### config.mk
export PLATFORM = sky130hd
export DESIGN_NAME = lru_tracker_flat
export DESIGN_NICKNAME = d
export VERILOG_FILES = /design/src/rtl/lru_pkg.sv /design/src/rtl/lru_tracker_if.sv /design/src/rtl/lru_victim_sel.sv /design/src/rtl/lru_tracker.sv /design/src/flat_wrapper.sv
export SDC_FILE = /design/constraint.sdc
export NUM_CORES = 1
export LEC_CHECK = 0
export BUFFER_PORTS_ARGS = -buffer_cell sky130_fd_sc_hd__buf_2
export CORE_MARGIN = 4
export CORE_UTILIZATION = 55
export DETAILED_ROUTE_END_ITERATION = 10
export PLACE_DENSITY = 0.87
export SLEW_MARGIN = 30
export SYNTH_ARGS = -nofsm -noshare
export SYNTH_HDL_FRONTEND = slang
export SYNTH_SLANG_ARGS = --single-unit
### constraint.sdc
create_clock -name clk -period 2.6 [get_ports clk]
set_input_delay 0.52 -clock clk [delete_from_list [all_inputs] [get_ports clk]]
set_output_delay 0.52 -clock clk [all_outputs]
set_load 0.03 [all_outputs]
### src/rtl/lru_pkg.sv
// Shared types and constants for the 4-line true-LRU replacement tracker.
// Ages: 0 is most recently used, LINES-1 is least recently used.
package lru_pkg;
  localparam int LINES = 4;
  localparam int IDX_W = 2;
  localparam int CNT_W = 16;

  typedef logic [IDX_W-1:0] idx_t;
  typedef logic [IDX_W-1:0] age_t;
  typedef logic [CNT_W-1:0] cnt_t;

  // Reset ordering leaves line 0 as LRU and line LINES-1 as MRU.
  function automatic age_t reset_age(input int i);
    return age_t'(LINES - 1 - i);
  endfunction
endpackage

### src/rtl/lru_tracker_if.sv
// Access/perf bundle between the cache line-select logic (master) and the LRU tracker (slave).
interface lru_tracker_if;
  import lru_pkg::*;

  logic access_valid;
  idx_t access_line;
  logic access_hit;
  logic flush;
  idx_t lru_line;
  logic all_valid;
  cnt_t hit_count;
  cnt_t miss_count;

  modport master (
    output access_valid, access_line, access_hit, flush,
    input  lru_line, all_valid, hit_count, miss_count
  );

  modport slave (
    input  access_valid, access_line, access_hit, flush,
    output lru_line, all_valid, hit_count, miss_count
  );
endinterface

### src/rtl/lru_victim_sel.sv
// Victim choice from registered line state: lowest-index invalid line first,
// otherwise the line holding the oldest age.
module lru_victim_sel
  import lru_pkg::*;
(
  input  logic [LINES-1:0] valid_i,
  input  age_t             age_i [LINES],
  output idx_t             lru_line_o,
  output logic             all_valid_o
);

  logic [LINES-1:0] is_oldest;
  logic             full;

  genvar gi;
  generate
    for (gi = 0; gi < LINES; gi++) begin : g_oldest
      assign is_oldest[gi] = (age_i[gi] == age_t'(LINES - 1));
    end
  endgenerate

  assign full        = &valid_i;
  assign all_valid_o = full;

  // Descending scans so the lowest matching index wins.
  always_comb begin
    lru_line_o = '0;
    if (full) begin
      for (int i = LINES - 1; i >= 0; i--) begin
        if (is_oldest[i]) lru_line_o = idx_t'(i);
      end
    end else begin
      for (int i = LINES - 1; i >= 0; i--) begin
        if (!valid_i[i]) lru_line_o = idx_t'(i);
      end
    end
  end

endmodule

### src/rtl/lru_tracker.sv
// Replacement-state keeper for the 4-line fully-associative cache: valid bits,
// true-LRU ages, victim output and saturating hit/miss counters.
module lru_tracker
  import lru_pkg::*;
(
  input  logic         clk,
  input  logic         rst,
  lru_tracker_if.slave bus
);

  logic [LINES-1:0] valid_q, valid_d;
  age_t             age_q [LINES];
  age_t             age_d [LINES];
  cnt_t             hit_q, hit_d;
  cnt_t             miss_q, miss_d;
  age_t             acc_age;
  logic             do_access;

  // Flush takes priority: a colliding access is dropped entirely.
  assign do_access = bus.access_valid && !bus.flush;
  assign acc_age   = age_q[bus.access_line];

  genvar gi;
  generate
    for (gi = 0; gi < LINES; gi++) begin : g_line
      logic hit_this;
      logic younger;
      assign hit_this = (bus.access_line == idx_t'(gi));
      assign younger  = (age_q[gi] < acc_age);

      assign age_d[gi] = bus.flush               ? reset_age(gi) :
                         !do_access              ? age_q[gi] :
                         hit_this                ? age_t'(0) :
                         younger                 ? age_t'(age_q[gi] + 1'b1) :
                                                   age_q[gi];

      assign valid_d[gi] = bus.flush ? 1'b0 :
                           (do_access && hit_this) ? 1'b1 : valid_q[gi];
    end
  endgenerate

  always_comb begin
    hit_d  = hit_q;
    miss_d = miss_q;
    if (do_access) begin
      if (bus.access_hit) begin
        if (hit_q != '1) hit_d = hit_q + 1'b1;
      end else begin
        if (miss_q != '1) miss_d = miss_q + 1'b1;
      end
    end
  end

  always_ff @(posedge clk) begin
    if (rst) begin
      valid_q <= '0;
      hit_q   <= '0;
      miss_q  <= '0;
      for (int i = 0; i < LINES; i++) age_q[i] <= reset_age(i);
    end else begin
      valid_q <= valid_d;
      hit_q   <= hit_d;
      miss_q  <= miss_d;
      for (int i = 0; i < LINES; i++) age_q[i] <= age_d[i];
    end
  end

  lru_victim_sel u_victim_sel (
    .valid_i     (valid_q),
    .age_i       (age_q),
    .lru_line_o  (bus.lru_line),
    .all_valid_o (bus.all_valid)
  );

  assign bus.hit_count  = hit_q;
  assign bus.miss_count = miss_q;

endmodule
### src/flat_wrapper.sv
// flat-port wrapper written by rule: the top's interface ports become plain ports
module lru_tracker_flat import lru_pkg::*;
  (clk, rst, bus_access_valid, bus_access_line, bus_access_hit, bus_flush, bus_lru_line, bus_all_valid, bus_hit_count, bus_miss_count);
  lru_tracker_if bus_i ();
  input  logic clk;
  input  logic rst;
  input wire logic [$bits(bus_i.access_valid)-1:0] bus_access_valid;
  input wire logic [$bits(bus_i.access_line)-1:0] bus_access_line;
  input wire logic [$bits(bus_i.access_hit)-1:0] bus_access_hit;
  input wire logic [$bits(bus_i.flush)-1:0] bus_flush;
  output wire logic [$bits(bus_i.lru_line)-1:0] bus_lru_line;
  output wire logic [$bits(bus_i.all_valid)-1:0] bus_all_valid;
  output wire logic [$bits(bus_i.hit_count)-1:0] bus_hit_count;
  output wire logic [$bits(bus_i.miss_count)-1:0] bus_miss_count;
  assign bus_i.access_valid = bus_access_valid;
  assign bus_i.access_line = bus_access_line;
  assign bus_i.access_hit = bus_access_hit;
  assign bus_i.flush = bus_flush;
  assign bus_lru_line = bus_i.lru_line;
  assign bus_all_valid = bus_i.all_valid;
  assign bus_hit_count = bus_i.hit_count;
  assign bus_miss_count = bus_i.miss_count;
  lru_tracker u_core (.clk(clk), .rst(rst), .bus(bus_i));
endmodule
==> results.sh, run 1 <==
export IMPL_clkPwrFrac=0.363
export IMPL_setup_violations=0
export IMPL_grt_pass1_vias=2321
export IMPL_dp_cells=413
export IMPL_crit_buf_inv=2
export IMPL_yosysSeqAreaShare=0.328
export IMPL_vdd_ir_drop_max_mv=0.275
export IMPL_p_comb_frac=0.090
export IMPL_start_kind="flip-flop"
export IMPL_num_vias=2552
export IMPL_clk_pin_slew_ns=0.09
export IMPL_totalWireLength_um=6210
export IMPL_drive_gt1_frac=0.203
export IMPL_gr_total_overflow=0
export IMPL_dp_slack_ns=0.259
export IMPL_timing_rr_start="u_core.bus.miss_count[0]"
export IMPL_stdcell_area_mm2=0.00302
export IMPL_worstSetupPathType="reg2out"
export IMPL_hold_path_class="reg2reg"
export IMPL_cp_required_ns=2.08
export IMPL_cts_buffer_depth=2
export IMPL_vias_per_cell=6.06
export IMPL_cts_buffers=5
export IMPL_fin_crit_sh=0.844
export IMPL_wl_per_cell_um=14.7
export IMPL_synth_fa_ha_area_frac=0.0466
export IMPL_ys_flop_type="dfxtp_1"
export IMPL_max_cap_violations=0
export IMPL_cts_setup_buffers=0
export IMPL_clock_sinks=44
export IMPL_hpwl_um=4530
export IMPL_startpoint="u_core.age_q[4]"
export IMPL_leakage_nw=1.25
export IMPL_switching_share=0.253
export IMPL_synth_cell_type_count=56
export IMPL_synth_top_area_cell="dfxtp_1"
export IMPL_yosys_top_cells_area="dfxtp_1, a21oi_1, ha_1"
export IMPL_grt_pass1_wl_um=10400
export IMPL_total_power_mw=1.26
export IMPL_dieArea_mm2=0.00606
export IMPL_end_kind="output port"
export IMPL_synthSimpleGateAreaFrac=0.321
export IMPL_die_w_um=77.8
export IMPL_p_int_mw=0.939
export IMPL_postCtsHoldBufs=0
export IMPL_grtUsageTotal=0.206
export IMPL_layout_cells_non_filler=421
export IMPL_switching_power_mw=0.318
export IMPL_drv_slew=0
export IMPL_path_max_fanout=9
export IMPL_synth_top_area_share=0.328
export IMPL_area_growth_pct=12.7
export IMPL_cts_resized=0
export IMPL_cp_top_family="flip-flops"
export IMPL_initial_core_util=0.568
export IMPL_port_buffers=41
export IMPL_io_pins=42
export IMPL_syn_inst=315
export IMPL_grt_max_degree=36
export IMPL_synth_edff_count=0
export IMPL_post_route_min_period_ns=2.19
export IMPL_rows=25
export IMPL_syn_nets=332
export IMPL_synthMuxAreaShare=0.0993
export IMPL_synth_compound_area_frac=0.169
export IMPL_most_common_layout_cells="dfxtp_1, buf_2, nor2_1"
export IMPL_tns_ns=0
export IMPL_fin_worst_skew_ns=0.00600
export IMPL_die_y_um=77.8
export IMPL_cpMaxStageDelayCell="dfxtp_1"
export IMPL_r2r_slack_ns=0.47
export IMPL_cts_tree="yes"
export IMPL_htree_levels=2
export IMPL_status="completed"
export IMPL_timing_hold_ws_ns=0.490
export IMPL_clk_latency_ns=0.30
export IMPL_avgSynthCellArea_um2=8.52
export IMPL_pwr_density_cell_mw_per_mm2=416
export IMPL_ys_async_sr_fraction=0
export IMPL_final_antenna_net_count=0
export IMPL_timing_fmax_mhz=456
export IMPL_drc=0
export IMPL_dpl_cell_area_mm2=0.00293
export IMPL_antennaDiodeCount=0
export IMPL_maxSlewHeadroom=0.581
export IMPL_core_area_mm2=0.00472
export IMPL_hold_violations=0
export IMPL_drt_iter0_drc=113
export IMPL_yosys_warnings=0
export IMPL_final_common_cell="dfxtp_1"
export IMPL_drt_first_pass_iters=5
export IMPL_fin_nets=370
export IMPL_cp_slowest_stage_delay_ns=0.51
export IMPL_power_frac_seq=0.547
export IMPL_yosys_register_bits=44
export IMPL_rsz0062_at_grt="false"
export IMPL_gp_congestion=0.859
export IMPL_fin_ws_ns=0.405
export IMPL_antenna_found_initial=0
export IMPL_utilization=0.640
export IMPL_root_buffer="clkbuf_8"
export IMPL_synth_xor_area_frac=0
export IMPL_syn_area_mm2=0.00268
export IMPL_worstHoldStart="u_core.valid_q[3]"
export IMPL_cp_cell_sequence="ha_1 > inv_1 > a21oi_1 > o21ai_0 > a21boi_0 > buf_2"
export IMPL_synth_top_family_by_area="simple AND/OR/NAND/NOR gates"
export IMPL_tightest_slew_ns=0.628
export IMPL_critPathArrivalTime_ns=1.67
[flip-flops by register name (all words and copies together), names as in the netlist]
name,count
u_core.bus.miss_count,16
u_core.age_q,8
u_core.bus.hit_count,16
u_core.valid_q,4
[power groups by stage]
stage / combinational [mW] / clock [mW] / sequential [mW]
floorplan: 0.0816 / 0 / 0.706
global placement: 0.107 / 0 / 0.704
detailed placement: 0.112 / 0 / 0.704
CTS: 0.112 / 0.464 / 0.688
global route: 0.124 / 0.493 / 0.689
finish: 0.113 / 0.456 / 0.688
[per-layer routing]
layer / track usage / up-vias / wire length (um)
met2: 0.357 / 79 / 3100
met4: 0.0694 / 0 / 89
met3: 0.0406 / 9 / 302
li1: - / 1252 / -
met5: 0 / - / 0
met1: 0.253 / 1212 / 2710
[synth_stat cells (2+ instances only)]
| library cell | n |
|---|---|
| mux4_2 | 2 |
| and2_1 | 3 |
| and3_1 | 4 |
| mux2i_1 | 6 |
| nor2_1 | 33 |
| o311ai_0 | 3 |
| or3_1 | 5 |
| nor4_1 | 4 |
| buf_2 | 4 |
| a21oi_1 | 31 |
| nor4_4 | 2 |
| nand2b_1 | 4 |
| a21boi_0 | 2 |
| a211oi_1 | 3 |
| o21ai_0 | 9 |
| nor2b_1 | 15 |
| o41ai_1 | 3 |
| nand3_1 | 11 |
| or4_1 | 8 |
| clkbuf_1 | 6 |
| dfxtp_1 | 44 |
| ha_1 | 10 |
| nand4_1 | 6 |
| nor4b_1 | 2 |
| o22ai_1 | 2 |
| nand2_1 | 26 |
| inv_1 | 13 |
| o31ai_1 | 12 |
| and3b_1 | 2 |
| mux2_2 | 10 |
| mux2_1 | 3 |
| nor3_1 | 2 |
| nand4_4 | 2 |
[cells by family (layout without fill, tap and decap cells)]
| family | after synthesis | count (layout) |
|---|---|---|
| AO/OA/AOI/OAI | 72 | 72 |
| adder cells (fa/ha/maj) | 10 | 10 |
| buffers and inverters | 24 | 63 |
| flip-flops | 44 | 44 |
| multiplexers | 22 | 22 |
| AND/OR/NAND/NOR | 143 | 143 |
[final timing paths]
kind	to	cells after the start
setup / recovery	bus_lru_line[0]	6
hold / removal	u_core.valid_q[3]	2
setup reg to reg	u_core.bus.miss_count[13]	5
hold reg to reg	u_core.valid_q[3]	2
[final cells by class]
type | count | area [um^2]
Inverter | 13 | 48.8
Clock buffer | 8 | 90.1
Timing Repair Buffer | 42 | 213
Tap cell | 67 | 83.8
Multi-Input combinational cell | 247 | 1710
Sequential cell | 44 | 881
Fill cell | 399 | 1700
[tightest hold or removal path, stage by stage, from the launching register on]
cell     delay [ns]
dfxtp_1        0.33
inv_1          0.07
a21oi_1        0.05
(Power assumes the default switching activity.)
==> run 2, diff against run 1 <==
--- a/config.mk
+++ b/config.mk
@@ -7,9 +7,9 @@
 export LEC_CHECK = 0
 export BUFFER_PORTS_ARGS = -buffer_cell sky130_fd_sc_hd__buf_2
 export CORE_MARGIN = 4
-export CORE_UTILIZATION = 55
+export CORE_UTILIZATION = 51
 export DETAILED_ROUTE_END_ITERATION = 10
-export PLACE_DENSITY = 0.87
+export PLACE_DENSITY = 0.85
 export SLEW_MARGIN = 30
 export SYNTH_ARGS = -nofsm -noshare
 export SYNTH_HDL_FRONTEND = slang
==> constraint.sdc (replaced) <==
create_clock -name clk -period 1.8 [get_ports clk]
set_input_delay 0.36 -clock clk [delete_from_list [all_inputs] [get_ports clk]]
set_output_delay 0.36 -clock clk [all_outputs]
set_load 0.03 [all_outputs]
==> run 2 against run 1 <==
Compared with the run above: first-iteration DRC count rose by 8.0%; the flow now finishes with violations (negative setup slack); sequential share of layout area fell by 4.0 points; register-to-register slack lost 0.53 ns; clock skew up 0.0014 ns; final cell count up 10%; die area increased by 7.0%.
==> results.sh, run 2 (same netlist as run 1, synthesis figures left out) <==
export IMPL_fin_crit_sh=1.03
export IMPL_path_max_fanout=3
export IMPL_leakage_nw=1.47
export IMPL_fin_ws_ns=-0.0575
export IMPL_switching_power_mw=0.488
export IMPL_dieArea_mm2=0.00648
export IMPL_setup_violations=3
export IMPL_num_fill_cells=401
export IMPL_grt_pass1_wl_um=11200
export IMPL_totalWireLength_um=7230
export IMPL_most_common_layout_cells="buf_4, buf_2, nor2_1"
export IMPL_die_y_um=80.5
export IMPL_antennaDiodeCount=0
export IMPL_area_growth_pct=34.9
export IMPL_status="complete, but fails checks"
export IMPL_vdd_ir_drop_max_mv=0.394
export IMPL_num_vias=2723
export IMPL_switching_share=0.259
export IMPL_hold_violations=0
export IMPL_fin_worst_skew_ns=0.00739
export IMPL_start_kind="flip-flop"
export IMPL_vias_per_cell=5.86
export IMPL_critPathArrivalTime_ns=2.07
export IMPL_initial_core_util=0.525
export IMPL_max_cap_violations=0
export IMPL_power_frac_seq=0.527
export IMPL_cts_tree="yes"
export IMPL_antenna_found_initial=0
export IMPL_tns_ns=-0.109
export IMPL_fin_nets=411
export IMPL_layout_cells_non_filler=465
export IMPL_drt_first_pass_iters=4
export IMPL_grtUsageTotal=0.216
export IMPL_grt_pass1_vias=2498
export IMPL_die_w_um=80.5
export IMPL_rsz0062_at_grt="true"
export IMPL_utilization=0.708
export IMPL_final_common_cell="buf_4"
export IMPL_timing_hold_ws_ns=0.494
export IMPL_stdcell_area_mm2=0.00362
export IMPL_clock_sinks=44
export IMPL_hpwl_um=4790
export IMPL_p_comb_frac=0.125
export IMPL_p_int_mw=1.39
export IMPL_core_area_mm2=0.00511
export IMPL_gp_congestion=0.839
export IMPL_root_buffer="clkbuf_8"
export IMPL_grt_max_degree=24
export IMPL_final_antenna_net_count=0
export IMPL_violations="negative setup slack"
export IMPL_cts_buffers=5
export IMPL_drc=0
export IMPL_dpl_cell_area_mm2=0.00322
export IMPL_hold_path_class="reg2reg"
export IMPL_gr_total_overflow=0
export IMPL_drv_slew=0
export IMPL_end_kind="flip-flop"
export IMPL_clk_pin_slew_ns=0.08
export IMPL_io_pins=42
export IMPL_drt_iter0_drc=122
export IMPL_dp_cells=449
export IMPL_cp_required_ns=2.02
export IMPL_rr_worst_depth=6
export IMPL_worstSetupPathType="reg2reg"
export IMPL_drive_gt1_frac=0.413
export IMPL_port_buffers=41
export IMPL_cts_buffer_depth=2
export IMPL_rows=26
export IMPL_post_route_min_period_ns=1.86
export IMPL_maxSlewHeadroom=0.729
export IMPL_timing_fmax_mhz=538
export IMPL_wl_per_cell_um=15.6
export IMPL_clk_latency_ns=0.30
export IMPL_hold_path_cell_count=2
export IMPL_dp_slack_ns=-0.145
export IMPL_clkPwrFrac=0.348
export IMPL_total_power_mw=1.88
export IMPL_pwr_density_cell_mw_per_mm2=520
export IMPL_htree_levels=2
export IMPL_postCtsHoldBufs=0
export IMPL_tightest_slew_ns=0.403
[run 2: cell types whose count changed in the layout (fill, tap and decap cells not counted), sizes merged]
cell    change
buf        +41
clkbuf      -2
clkinv      +2
[run 2: cell type report]
cell class | instances | area [um^2] | area share
sequential | 44 | 910 | 0.251
multi-input combinational | 247 | 1940 | 0.536
tap | 70 | 87.6 | 0.0242
timing repair buffer | 83 | 537 | 0.148
inverter | 13 | 51.3 | 0.0142
clock inverter | 2 | 10.0 | 0.00277
clock buffer | 6 | 82.6 | 0.0228
[run 2: path summary, 6_finish.rpt]
kind / start / endpoint / slack, ns
setup / recovery: u_core.age_q[3] / u_core.age_q[0] / -0.06
hold / removal: u_core.bus.hit_count[5] / u_core.bus.hit_count[5] / 0.49
setup reg to reg: u_core.age_q[3] / u_core.age_q[0] / -0.06
hold reg to reg: u_core.bus.hit_count[5] / u_core.bus.hit_count[5] / 0.49
[run 2: power by group through the flow]
stage | Sequential, mW | Combinational [mW] | Clock (mW)
detailed placement | 1.01 | 0.188 | 0
floorplan | 1.02 | 0.123 | 0
global route | 0.993 | 0.259 | 0.715
finish | 0.992 | 0.235 | 0.654
CTS | 0.990 | 0.199 | 0.666
global placement | 1.01 | 0.181 | 0
[run 2: what timing repair did]
item,CTS,global route
pin swaps,3,12
setup endpoints to repair,5,19
hold endpoints to repair,0,0
resized for setup,19,37
setup buffers,2,6
[run 2: worst max-delay path: stages, from the launching register on]
cell      delay (ns)
dfxtp_2         0.34
mux4_2          0.49
inv_4           0.10
ha_4            0.19
o311a_4         0.12
a2111o_1        0.34
o22ai_2         0.19
[run 2: metal layers]
layer | GRT usage | share of wire | wire length, um | vias up
met4 | 0.0980 | 0.023 | 168 | 0
li1 | - | - | - | 1337
met3 | 0.0482 | 0.040 | 291 | 14
met5 | 0 | 0 | 0 | -
met1 | 0.261 | 0.42 | 3020 | 1300
met2 | 0.363 | 0.52 | 3760 | 72
